**src/rtl/shift_unit.sv**
```systemverilog
// shift_unit: multi-cycle shift/rotate unit for the ALU datapath.
//
// state  | meaning
// -------+------------------------------------------------------------
// IDLE   | waiting for start; result/carry/illegal hold the last answer
// SHIFT  | moving up to STEP bits per cycle until remaining reaches 0
// DONE   | done pulse for exactly one cycle, then back to IDLE
//
// Ports:
//   Clock    - rising-edge clock
//   Clear    - asynchronous active-high reset
//   start    - request, only sampled in IDLE
//   op       - 000 SHR, 001 SHRA, 010 SHL, 011 ROR, 100 ROL, 101-111 illegal
//   operand  - value to shift, captured with start
//   amount   - shift count 0..WIDTH-1, captured with start
//   busy     - state is not IDLE
//   done     - one-cycle completion pulse
//   result   - accumulator contents
//   carry    - last bit shifted or rotated out
//   zero     - result == 0
//   illegal  - captured op was 101-111
module shift_unit #(
  parameter int WIDTH = 32,
  parameter int STEP  = 1,
  parameter int AW    = $clog2(WIDTH)
) (
  input  logic             Clock,
  input  logic             Clear,
  input  logic             start,
  input  logic [2:0]       op,
  input  logic [WIDTH-1:0] operand,
  input  logic [AW-1:0]    amount,
  output logic             busy,
  output logic             done,
  output logic [WIDTH-1:0] result,
  output logic             carry,
  output logic             zero,
  output logic             illegal
);

  typedef enum logic [1:0] {S_IDLE, S_SHIFT, S_DONE} state_t;

  localparam logic [2:0]  OP_SHR  = 3'd0;
  localparam logic [2:0]  OP_SHRA = 3'd1;
  localparam logic [2:0]  OP_SHL  = 3'd2;
  localparam logic [2:0]  OP_ROR  = 3'd3;
  localparam logic [2:0]  OP_ROL  = 3'd4;
  localparam logic [AW:0] STEP_W  = (AW+1)'(STEP);
  localparam logic [AW:0] WIDTH_W = (AW+1)'(WIDTH);
  localparam logic [AW:0] ONE_W   = (AW+1)'(1);

  state_t           state;
  logic [WIDTH-1:0] acc;
  logic [AW-1:0]    rem;
  logic [2:0]       op_q;
  logic             fill;

  logic [AW-1:0]    k;
  logic [AW:0]      k_ext;
  logic [AW:0]      k_inv;
  logic [WIDTH-1:0] ones;
  logic [WIDTH-1:0] shr_val;
  logic [WIDTH-1:0] shl_val;
  logic [WIDTH-1:0] out_r;
  logic [WIDTH-1:0] out_l;
  logic [WIDTH-1:0] next_acc;
  logic             next_carry;

  // k = min(STEP, remaining). The compare is done one bit wider so that
  // STEP == WIDTH still fits; in that case rem is always the smaller one.
  always_comb begin
    k          = ({1'b0, rem} > STEP_W) ? STEP_W[AW-1:0] : rem;
    k_ext      = {1'b0, k};
    k_inv      = WIDTH_W - k_ext;
    ones       = '1;
    shr_val    = acc >> k;
    shl_val    = acc << k;
    // Bit moved out: acc[k-1] for rightward moves, acc[WIDTH-k] for leftward.
    out_r      = acc >> (k_ext - ONE_W);
    out_l      = acc >> k_inv;
    next_acc   = acc;
    next_carry = carry;
    case (op_q)
      OP_SHR: begin
        next_acc   = shr_val;
        next_carry = out_r[0];
      end
      OP_SHRA: begin
        next_acc   = shr_val | (fill ? ~(ones >> k) : '0);
        next_carry = out_r[0];
      end
      OP_SHL: begin
        next_acc   = shl_val;
        next_carry = out_l[0];
      end
      OP_ROR: begin
        next_acc   = shr_val | (acc << k_inv);
        next_carry = out_r[0];
      end
      OP_ROL: begin
        next_acc   = shl_val | (acc >> k_inv);
        next_carry = out_l[0];
      end
      default: begin
        next_acc   = acc;
        next_carry = carry;
      end
    endcase
  end

  always_ff @(posedge Clock or posedge Clear) begin
    if (Clear) begin
      state   <= S_IDLE;
      acc     <= '0;
      rem     <= '0;
      op_q    <= '0;
      fill    <= 1'b0;
      carry   <= 1'b0;
      illegal <= 1'b0;
    end else begin
      case (state)
        S_IDLE: begin
          if (start) begin
            acc     <= operand;
            rem     <= amount;
            op_q    <= op;
            fill    <= operand[WIDTH-1];
            carry   <= 1'b0;
            illegal <= (op > OP_ROL);
            state   <= ((amount != '0) && (op <= OP_ROL)) ? S_SHIFT : S_DONE;
          end
        end
        S_SHIFT: begin
          acc   <= next_acc;
          carry <= next_carry;
          rem   <= rem - k;
          if (rem == k) state <= S_DONE;
        end
        S_DONE:  state <= S_IDLE;
        default: state <= S_IDLE;
      endcase
    end
  end

  assign result = acc;
  assign busy   = (state != S_IDLE);
  assign done   = (state == S_DONE);
  assign zero   = (acc == '0);

endmodule
```
**config.mk**
```make
export PLATFORM = sky130hd
export DESIGN_NAME = shift_unit
export DESIGN_NICKNAME = d
export VERILOG_FILES = /design/src/rtl/shift_unit.sv
export SDC_FILE = /design/constraint.sdc
export NUM_CORES = 1
export LEC_CHECK = 0
export BUFFER_PORTS_ARGS = -buffer_cell sky130_fd_sc_hd__buf_2
export CAP_MARGIN = 10
export CORE_MARGIN = 8
export CORE_UTILIZATION = 50
export DETAILED_ROUTE_END_ITERATION = 16
export GPL_TIMING_DRIVEN = 0
export PLACE_DENSITY_LB_ADDON = 0.15
export SLEW_MARGIN = 20
export SYNTH_ARGS = -nofsm -noshare
export SYNTH_HDL_FRONTEND = slang
export SYNTH_SLANG_ARGS = --single-unit
```
**constraint.sdc**
```tcl
create_clock -name Clock -period 9.5 [get_ports Clock]
set_input_delay 1.425 -clock Clock [delete_from_list [all_inputs] [get_ports Clock]]
set_output_delay 1.425 -clock Clock [all_outputs]
set_load 0.01 [all_outputs]
```
==> results.txt, run 1 <==
The relative contribution of the clock network to total power is 7.0%. The global placer's final weighted congestion is 1.12. The internal power of the cells totals roughly 900 uW. The die boundary height came out at approximately 110 um. Dividing the detail-routed wire length by the instance count gives between 20 and 30 um.

The number of antenna violations at the first check in global routing came out at 0. The core area is between 9000 and 10,000 um2. The arrival time of data at the critical path endpoint came out at approximately 5700 ps. The average footprint of a synthesized cell came out at between 7 and 8 um2. The number of global-route vias before repair is between 5,000 and 6,000.

The synthesized design devotes to its leading area cell type between 20% and 30% of total area. The worst hold path belongs to the class flop to flop. The initial cell density of the core came out at between 50% and 60%.

The number of buffers between clock root and the deepest sink came out at 2. The top cell types in the final layout, fill and taps aside, are nand2_1 (106), buf_2 (84), nor2_1 (61), clkbuf_1 (56), o21ai_0 (52). The power per unit of standard cell area is between 400 and 500 nW/um2. The die is between 100 and 150 um wide.

IR analysis of the VDD net gives a maximum drop of 245 uV. The number of top-level design ports is 80. The maximum clock skew at final layout is 8.78 ps.

The number of different library cells in the post-synthesis netlist came out at 66. The leakage component of the power is 0.00220 uW. The number of inserted diodes came out at 0. The slew of the pin with the lowest slew margin came out at between 1000 and 1500 ps. Sequential cells account for between 10% and 20% of the total power. The quantity of I/O buffers inserted on ports came out at 79.

The instance area after placement is roughly 5400 um2. Measured against its own limit, the worst slew margin works out to between 30% and 40%. The total of endpoints with negative setup slack in the final report is 0. The clock slew seen by the registers of the worst setup and hold paths came out at 100 ps.

The global-route wire length before repair is between 30,000 and 40,000 um. The library cell used most frequently in the layout, excluding fill and tap cells, is nand2_1. The count of nets left with antenna violations once routing finished came out at 0. The number of hold-repair buffers added at the cts stage came out at 0. Entering global routing, the biggest net connects 27 pins. The startpoint identified for the worst register-to-register timing path is rem[4].

Summing all multi-input logic gate instances after layout gives roughly 3300 um2. Global routing finished with a remaining overflow of 0. The starting DRC count in detailed routing is approximately 920. The detailed-route vias per instance came out at between 7 and 8. After routing the design area is roughly 5500 um2. After layout, the minimum clock period comes to approximately 5400 ps. For this run, the leading register cell type out of synthesis is dfrtp_1. Tracing the worst setup path back leads to its startpoint at rem[4]. The largest total area in the synthesized netlist belongs to dfrtp_1.

The part of the cycle the worst path needs came out at 56.9%. The setup slack after placement came out at approximately 4300 ps. The number of enable-type register cells in the synthesized netlist came out at 0. Setup repair after global routing left no endpoint under its margin. The gate count after technology mapping came out at about 640. After synthesis, flip-flops and latches occupy a little under a quarter of the total area. The number of setup buffers added after CTS came out at 0. The flip-flop and latch count after synthesis is 45. After legalization and detailed placement, the total HPWL measured ~17,000 um.

The final hold violation count came out at 0. The detailed-routing iteration count for the pre-antenna-repair pass is 6. STA puts the critical path data required time at between 9000 and 10,000 ps. The setup TNS is 0 ps.

The filler cell count in the final layout came out at 894. The setup path with the least slack is of type flop to flop. The count of unresolved DRC violations after routing came out at 0. The clock latency at the later pin of the worst-skew pair came out at about 320 ps. TritonCTS built the clock tree.

The combinational power share came out at around three quarters. The floorplan has 35 rows. The total die area came out at ~13,000 um2. The type of origin of the critical path is a flop.

The final worst-path setup slack is 4100 ps. The H-tree was split into 2 levels. The clock sink total is 45. The storage element area came out at 1130 um2.

The run finished with clean final reports. The total of max-cap violations is 0. By area the synthesized netlist is led by dfrtp_1 (24%), nand2_1 (8.3%), mux4_2 (8.0%). The final hold slack is a little under 500 ps.

Counting flops with an async set or reset pin after synthesis yields a share of 100%. After the last flow step, the layout net total stands at approximately 770. The number of buffers inserted during clock tree synthesis is 5.

The final-report max-slew violation count was 0. The total net switching power came out at ~1300 uW. The area of the mapped netlist came out at about 4800 um2. The count of vias placed by the detailed router is about 6,200. After detailed routing, the total wire length is around 24,000 um. The fraction of final layout cells sized beyond drive strength 1 came out at about 18%. The largest driver fanout on the critical path is 10.

Compared with the post-synthesis result, the final layout area differs by 14.4%. The endpoint class of the critical path is a flop. Yosys printed 0 warnings. The maximum clock frequency came out at 185 MHz. The switching power as a share of total power is ~59%. The startpoint identified for the worst hold timing path is fill.

After clock tree synthesis, the repair step resized 0 gates. The global router's overall resource usage came out at 36.9%. The root buffer cell chosen for the clock tree is clkbuf_8.
==> final cells by class <==
class                   instances  share of cell area, %
multi-input cells             505                   60.0
plain buffers                  76                   6.03
inverters                      13                  0.914
clock inverters                 2                  0.640
flip-flops and latches         45                   20.6
clock buffers                   5                   1.26
repair buffers                 80                   7.59
well taps                     129                   2.95
==> flip-flops by register name, indices dropped and copies added (netlist names) <==
| register | cells |
|---|---|
| carry | 1 |
| fill | 1 |
| illegal | 1 |
| op_q | 3 |
| rem | 5 |
| result | 32 |
| state | 2 |
==> path summary, 6_finish.rpt <==
| kind | endpoint | slack, ps | cells after the start |
|---|---|---|---|
| worst max-delay path | result[13] | 4100 | 15 |
| worst min-delay path | fill | 490 | 2 |
| worst max register to register | result[13] | 4100 | 15 |
| worst min register to register | fill | 490 | 2 |
| max in group asynchronous | result[5] | 7840 | 3 |
| min in group asynchronous | carry | 1130 | 2 |
==> power groups by stage <==
stage / clock, uW / sequential, uW / combinational (uW)
floorplan: 0 / 407 / 950
global placement: 0 / 407 / 1490
detailed placement: 0 / 412 / 1520
CTS: 150 / 409 / 1520
global route: 157 / 427 / 1680
finish: 154 / 421 / 1620
==> metal layers <==
metal	up-vias	global-route usage (%)	share of wire, %
met1	2856	45.9	36
met2	636	54.6	41
met4	0	19.0	6.4
met3	149	13.9	16
li1	2529	-	-
met5	-	0	0
==> cell usage after synthesis (6+ instances only) <==
master and number:
nand2_1 106, nor2_1 61, clkbuf_1 56, o21ai_0 52, dfrtp_1 45, a21oi_1 35
a31oi_1 25, or3_1 22, mux4_2 17, nand3_1 16, o211ai_1 15, a211oi_1 14
nor3_1 14, mux2i_1 11, inv_1 10, nor4_1 10, buf_1 9, mux2_2 8
mux4_1 6
==> metrics by stage <==
step                utilization [%]  total power, uW  instances
finish                         59.0             2190        855
global route                   59.0             2260        855
CTS                            59.0             2080        855
detailed placement             57.8             1930        848
global placement               57.6             1900        847
floorplan                         -             1360        639
==> critical path, stage by stage (launching register included) <==
cell and delay [ps]:
dfrtp_1 470, nor4_4 530, nand2_4 210, clkinv_2 190, buf_6 200, buf_2 300, ha_1 230, clkbuf_1 370
clkinv_1 370, ha_1 470, clkbuf_1 410, clkbuf_1 490, clkbuf_1 430, nor3_1 310, o21ai_0 140, a21oi_1 180
==> cells by family after synthesis <==
| kind of cell | Yosys count | share of synthesized area, % |
|---|---|---|
| xor+xnor | 1 | 0.183 |
| buf+inv | 89 | 7.95 |
| other cells | 2 | 0.157 |
| flops | 45 | 23.5 |
| simple gates | 253 | 24.2 |
| fa+ha+maj | 5 | 1.31 |
| compound gates | 200 | 27.2 |
| mux | 42 | 15.5 |
Power figures use the tool's default switching activity.
==> inputs of run 2 (changes only) <==
- clock period: 9.5 -> 5.2 ns (I/O delays scaled with it)
==> results.txt, run 2 (synthesized netlist as in run 1, its figures left out) <==
The flow ran to the end, and the final reports show no timing, DRC or antenna violations. The total wirelength of the detailed-routed design is 24,200 um (about the same). The final-report max-slew violation count is 0 (unchanged). The total die area is 13,000 um2 (unchanged). The filler cell count in the final layout was 893 (-0.11%). The maximum clock skew at final layout is 7.42 ps (-1.35 ps).

The number of buffers inserted during clock tree synthesis came out at 5 (unchanged). The setup TNS is 0 ps (unchanged). The startpoint-to-endpoint class of the critical path is flop to flop.

The final critical-path required period is 4940 ps (-466 ps). The detailed-routing iteration count for the pre-antenna-repair pass came out at 8 (+2). The number of setup buffers added after CTS is 0 (unchanged). Leaving out fill and tap cells, the most frequent cells in the layout are nand2_1 (106), buf_2 (84), nor2_1 (61), clkbuf_1 (52), o21ai_0 (52). The quantity of I/O buffers inserted on ports is 79 (unchanged). The global-route track usage on met1 came to 45.9% (unchanged). The met3 capacity usage during global routing came to 13.9% (unchanged).

The global-route wire length before repair is 35,800 um (unchanged). The number of top-level design ports is 80 (unchanged). The maximum number of pins on one net before global-route repair came out at 27 (unchanged). The total congestion overflow is 0 (unchanged). The detailed-route vias per instance came to 7.24 (+0.32%). The slew of the pin with the lowest slew margin is 1090 ps (+73.2 ps). The flip-flop count of the largest register after layout is 32 (unchanged). The global router's overall resource usage is 36.9% (unchanged). The power per unit of standard cell area is 729 nW/um2 (+82%). The clock slew seen by the registers of the worst setup and hold paths was 90 ps (about the same). The placed instance count is 848 (unchanged).

The worst setup path is launched from a flop. The part of the cycle the worst path needs was 95.0% (+38 points). The die span in x is 114 um (unchanged). The global routing met2 resource utilization came to 54.6% (unchanged).

The final hold violation count is 0 (unchanged). Leaving out fill and tap cells, the most frequent cell in the layout is nand2_1. The core area is 9280 um2 (unchanged). The post-route core utilization is 59.1% (+0.094 points). The largest driver fanout on the critical path came to 10 (unchanged). The endpoint class of the critical path is a flop. The count of standard-cell rows is 35 (unchanged). The buffer cell driving the clock tree root is clkbuf_8.

The number of buffers between clock root and the deepest sink came out at 2 (unchanged). The critical path's slowest cell is nor4_4. The starting DRC count in detailed routing came out at 986 (+6.8%). The number of inserted diodes is 0 (unchanged). The count of vias placed by the detailed router is 6,190 (+0.32%). The worst-case vdd ir drop came out at 454 uV (+85%). The total of max-cap violations is 0 (unchanged). The average wire per cell in the routed design came out at 28.4 um (about the same). The global placer's final weighted congestion is 1.12 (unchanged).

The count of unresolved DRC violations after routing came out at 0 (unchanged). The total of endpoints with negative setup slack in the final report came out at 0 (unchanged). The post-layout instance count excluding filler cells is 855 (unchanged). TritonCTS built the clock tree. The multi-input logic area came out at 3290 um2 (unchanged). The die boundary height is 114 um (unchanged).

The detailed placement HPWL is 17,500 um (unchanged). The post-route total power came to 4000 uW (+83%). The maximum clock frequency is 202 MHz (+9.4%).

The number of antenna violations at the first check in global routing is 0 (unchanged). The largest stage delay on the critical path is 530 ps (about the same). The headroom to the max-slew limit came out at 27.0% (-4.9 points).

The initial cell density of the core came out at 51.5% (unchanged). The clock latency at the later pin of the worst-skew pair came to 310 ps (about the same). The arrival time of data at the critical path endpoint is 5180 ps (-480 ps).

The number of nets in the layout is 774 (unchanged). In this run the worst hold path is classified as input pin to asynchronous set/reset pin. The clock sink total came out at 45 (unchanged). The remaining number of nets flagged by the antenna check after routing came out at 0 (unchanged). Traced cell by cell, the critical path runs through nor4_4 -> nand2_4 -> clkinv_2 -> buf_6 -> buf_2 -> ha_1 -> clkbuf_2 -> clkinvlp_4 -> ha_1 -> clkbuf_1 -> clkbuf_2 -> clkbuf_1 -> o311ai_0 -> o211ai_1 -> a21oi_1. The H-tree depth reported by CTS came out at 2 (unchanged). The required time reported for the critical path endpoint is 5440 ps (-4310 ps).

The storage element area is 1130 um2 (unchanged). The signed area change from the synthesized netlist to the final layout is 14.6%. met2 is the most crowded layer. The cell count of the worst reg-to-reg path is 15 (unchanged).

The number of global-route vias before repair came out at 5,932 (unchanged). The leakage component of the power is 0.00221 uW (+0.55%). The fraction of final layout cells sized beyond drive strength 1 is 18.9% (+0.69 points). Setup repair after global routing left no endpoint under its margin.
## run 2: per-stage QoR
stage	worst slack (ps)	hold slack, ps	instance area [um2]
after floorplan	1500	437	4790
after global placement	54.3	452	5350
after detailed placement	46.2	465	5370
after CTS	31.2	489	5470
after global routing	141	511	5480
final	262	488	5480
## run 2: what timing repair did
item,CTS,global route
endpoints found under the setup margin,0,21
hold buffers,0,0
endpoints found under the hold margin,0,0
gates resized for setup,0,9
## run 2: worst max-delay path, delay by kind of cell (launching register included)
kind / cells / cell delay [ps]
compound gates: 3 / 590
fa+ha+maj: 2 / 660
buf+inv: 8 / 2390
flops: 1 / 460
simple gates: 2 / 750
## run 2: per-layer routing
layer / wire, um / share of wire [%]
met1: 8680 / 36
met2: 9920 / 41
met3: 4010 / 17
met4: 1620 / 6.7
met5: 0 / 0
## run 2: path summary, 6_finish.rpt
kind                       slack, ps    from    endpoint
min in group Clock               490    fill        fill
min                              490   Clear       carry
max                              260  rem[4]  result[22]
min reg2reg                      490    fill        fill
max reg2reg                      260  rem[4]  result[22]
max in group asynchronous       4170   Clear   result[5]
## run 2: power breakdown
part,internal (uW),total [uW],switching [uW]
combinational,975,2950,1980
sequential,531,769,237
clock,140,276,135
## run 2: final cells by class
class | instances | share of cell area, %
well taps | 129 | 2.94
flip-flops and latches | 45 | 20.5
clock inverters | 2 | 0.639
clock buffers | 5 | 1.26
inverters | 13 | 0.981
multi-input cells | 505 | 59.9
repair buffers | 80 | 7.58
plain buffers | 76 | 6.12
==> inputs of run 3 (changes only) <==
- clock period: 5.2 -> 4.4 ns (I/O delays scaled with it)
==> results.txt, run 3 (synthesized netlist as in run 1, its figures left out) <==
The library cell used most frequently in the layout, excluding fill and tap cells, is nand2_1. The final worst-path setup slack was 69.2 ps (-192 ps). The setup TNS is 0 ps (unchanged). The final critical-path required period came out at 4330 ps (-608 ps). STA classifies the critical path startpoint as a flop. The number of buffers between clock root and the deepest sink came to 2 (unchanged). The number of buffers inserted during clock tree synthesis came out at 5 (unchanged). The number of antenna violations at the first check in global routing came out at 1 (+1).

The maximum clock frequency was 231 MHz (+14%). The global placer's final weighted congestion was 1.12 (unchanged). The worst-case vdd ir drop came out at 534 uV (+18%). The signed area change from the synthesized netlist to the final layout is 16.0%. The total congestion overflow is 0 (unchanged). The total wirelength of the detailed-routed design was 24,500 um (+0.99%).

The part of the power in registers is 19.0% (-0.2 points). The clock latency at the later pin of the worst-skew pair came out at 310 ps (about the same). The post-route total power is 4770 uW (+19%). The internal power consumption was 1960 uW (+19%). The critical path in this run is classified as flop to flop. The clock sink total came out at 45 (unchanged).

The arrival time of data at the critical path endpoint is 4540 ps (-640 ps). The post-route core utilization was 59.8% (+0.75 points). The relative contribution of the clock network to total power was 6.9% (about the same).

The clock slew seen by the registers of the worst setup and hold paths came out at 100 ps (about the same). The die boundary height is 114 um (unchanged). The part of the cycle the worst path needs was 98.4% (+3.5 points).

The number of nets in the layout is 779 (+0.65%). The root buffer cell chosen for the clock tree is clkbuf_8. The final hold violation count came out at 0 (unchanged). The count of standard-cell rows is 35 (unchanged). The switching power as a share of total power was 58.9% (about the same). The required time reported for the critical path endpoint is 4610 ps (-830 ps). The final hold slack came to 364 ps (-124 ps).

The global router's overall resource usage came to 37.2% (+0.28 points). The average wire per cell in the routed design came out at 28.5 um (+0.41%). The core area came out at 9280 um2 (unchanged). The detailed placement HPWL is 17,500 um (unchanged). The setup slack after placement is -754 ps (-800 ps). The initial cell density of the core is 51.5% (unchanged). In the layout the commonest cells are nand2_1 (106), buf_2 (86), nor2_1 (61), o21ai_0 (52), clkbuf_1 (50). The count of unresolved DRC violations after routing came out at 0 (unchanged).

The number of hold-repair buffers added at the cts stage came out at 0 (unchanged). The combinational power share came to 74.1% (+0.2 points). The starting DRC count in detailed routing came to 1,158 (+17%). The quantity of I/O buffers inserted on ports is 79 (unchanged). The run finished with clean final reports.

The number of global-route vias before repair came out at 5,945 (+0.22%). The H-tree depth reported by CTS is 2 (unchanged). The largest driver fanout on the critical path was 10 (unchanged). The remaining number of nets flagged by the antenna check after routing is 0 (unchanged). The leakage component of the power is 0.00224 uW (+1.5%).

The number of inserted diodes came out at 0 (unchanged). The maximum clock skew at final layout is 5.97 ps (-1.45 ps). The count of vias placed by the detailed router came out at 6,235 (+0.73%). The flip-flop count of the largest register after layout is 32 (unchanged). The detailed-routing iteration count for the pre-antenna-repair pass was 7 (-1). The total die area is 13,000 um2 (unchanged). The class of the tightest hold or removal check is input pin to asynchronous set/reset pin. Setup repair after global routing left no endpoint under its margin. The total net switching power is 2810 uW (+19%). The headroom to the max-slew limit is 35.2% (+8.1 points). The fraction of final layout cells sized beyond drive strength 1 came to 20.5% (+1.6 points). The slew of the pin with the lowest slew margin came out at 969 ps (-122 ps).

The detailed-route vias per instance came out at 7.25 (+0.14%). The power per unit of standard cell area is 860 nW/um2 (+18%). The final-report max-slew violation count is 0 (unchanged). The total of endpoints with negative setup slack in the final report came to 0 (unchanged). The filler cell count in the final layout came out at 883 (-1.1%). The endpoint class of the critical path is a flop. The global-route wire length before repair was 36,000 um (+0.81%). The total of max-cap violations is 0 (unchanged). The die span in x is 114 um (unchanged). The number of top-level design ports was 80 (unchanged).

The TritonCTS clock tree is done. The maximum number of pins on one net before global-route repair came out at 27 (unchanged).
==> run 3: what timing repair did <==
action,4_1_cts,5_1_grt
endpoints found under the setup margin,31,27
gates resized for setup,8,11
pin swaps,1,3
cloned,0,0
buffers inserted,1,4
==> run 3: stage by stage <==
step           std cells  instance area (um2)
3_5_place_dp         848                 5370
4_1_cts              856                 5500
3_3_place_gp         847                 5350
5_1_grt              860                 5550
2_1_floorplan        639                 4790
6_report             860                 5550
==> run 3: worst paths after layout <==
path	startpoint	to	slack, ps	cells past startpoint
hold / removal	Clear	carry	360	2
max in group asynchronous	Clear	result[5]	3510	3
setup reg to reg	rem[4]	result[17]	70	13
min in group Clock	fill	fill	490	2
hold reg to reg	fill	fill	490	2
setup / recovery	rem[4]	result[17]	70	13
==> run 3: critical path: stages (launching register included) <==
cell      delay [ps]
dfrtp_1          460
nor4_4           280
buf_4            180
nand2_4          130
clkinv_2         180
buf_6            200
clkbuf_4         260
ha_1             210
clkbuf_2         240
buf_1            440
nand3_1          420
nor2_1           700
nand2_1          210
a31oi_1          300
==> run 3: power by group through the flow <==
stage,Combinational (uW),Clock (uW),Sequential [uW]
after floorplan,2050,0,879
after global placement,3230,0,878
after detailed placement,3280,0,890
after CTS,3300,323,884
after global routing,3660,340,921
final,3540,328,908
==> run 3: cell type report <==
cell class	instances	area, um2	share of cell area, %
Buffer	76	340	6.13
Clock buffer	5	68.8	1.24
Clock inverter	2	35.0	0.631
Inverter	13	55.1	0.991
Multi-Input combinational cell	505	3310	59.7
Sequential cell	45	1130	20.3
Tap cell	129	161	2.91
Timing Repair Buffer	85	453	8.16
==> run 3: layer usage <==
metal	track usage (%)	vias to the layer above	part of all wire (%)	wire length [um]
met5	0	-	0	0
met4	19.4	0	6.3	1530
met3	13.4	152	16	3870
met2	55.3	669	41	10200
met1	46.3	2859	36	8920
li1	-	2555	-	-
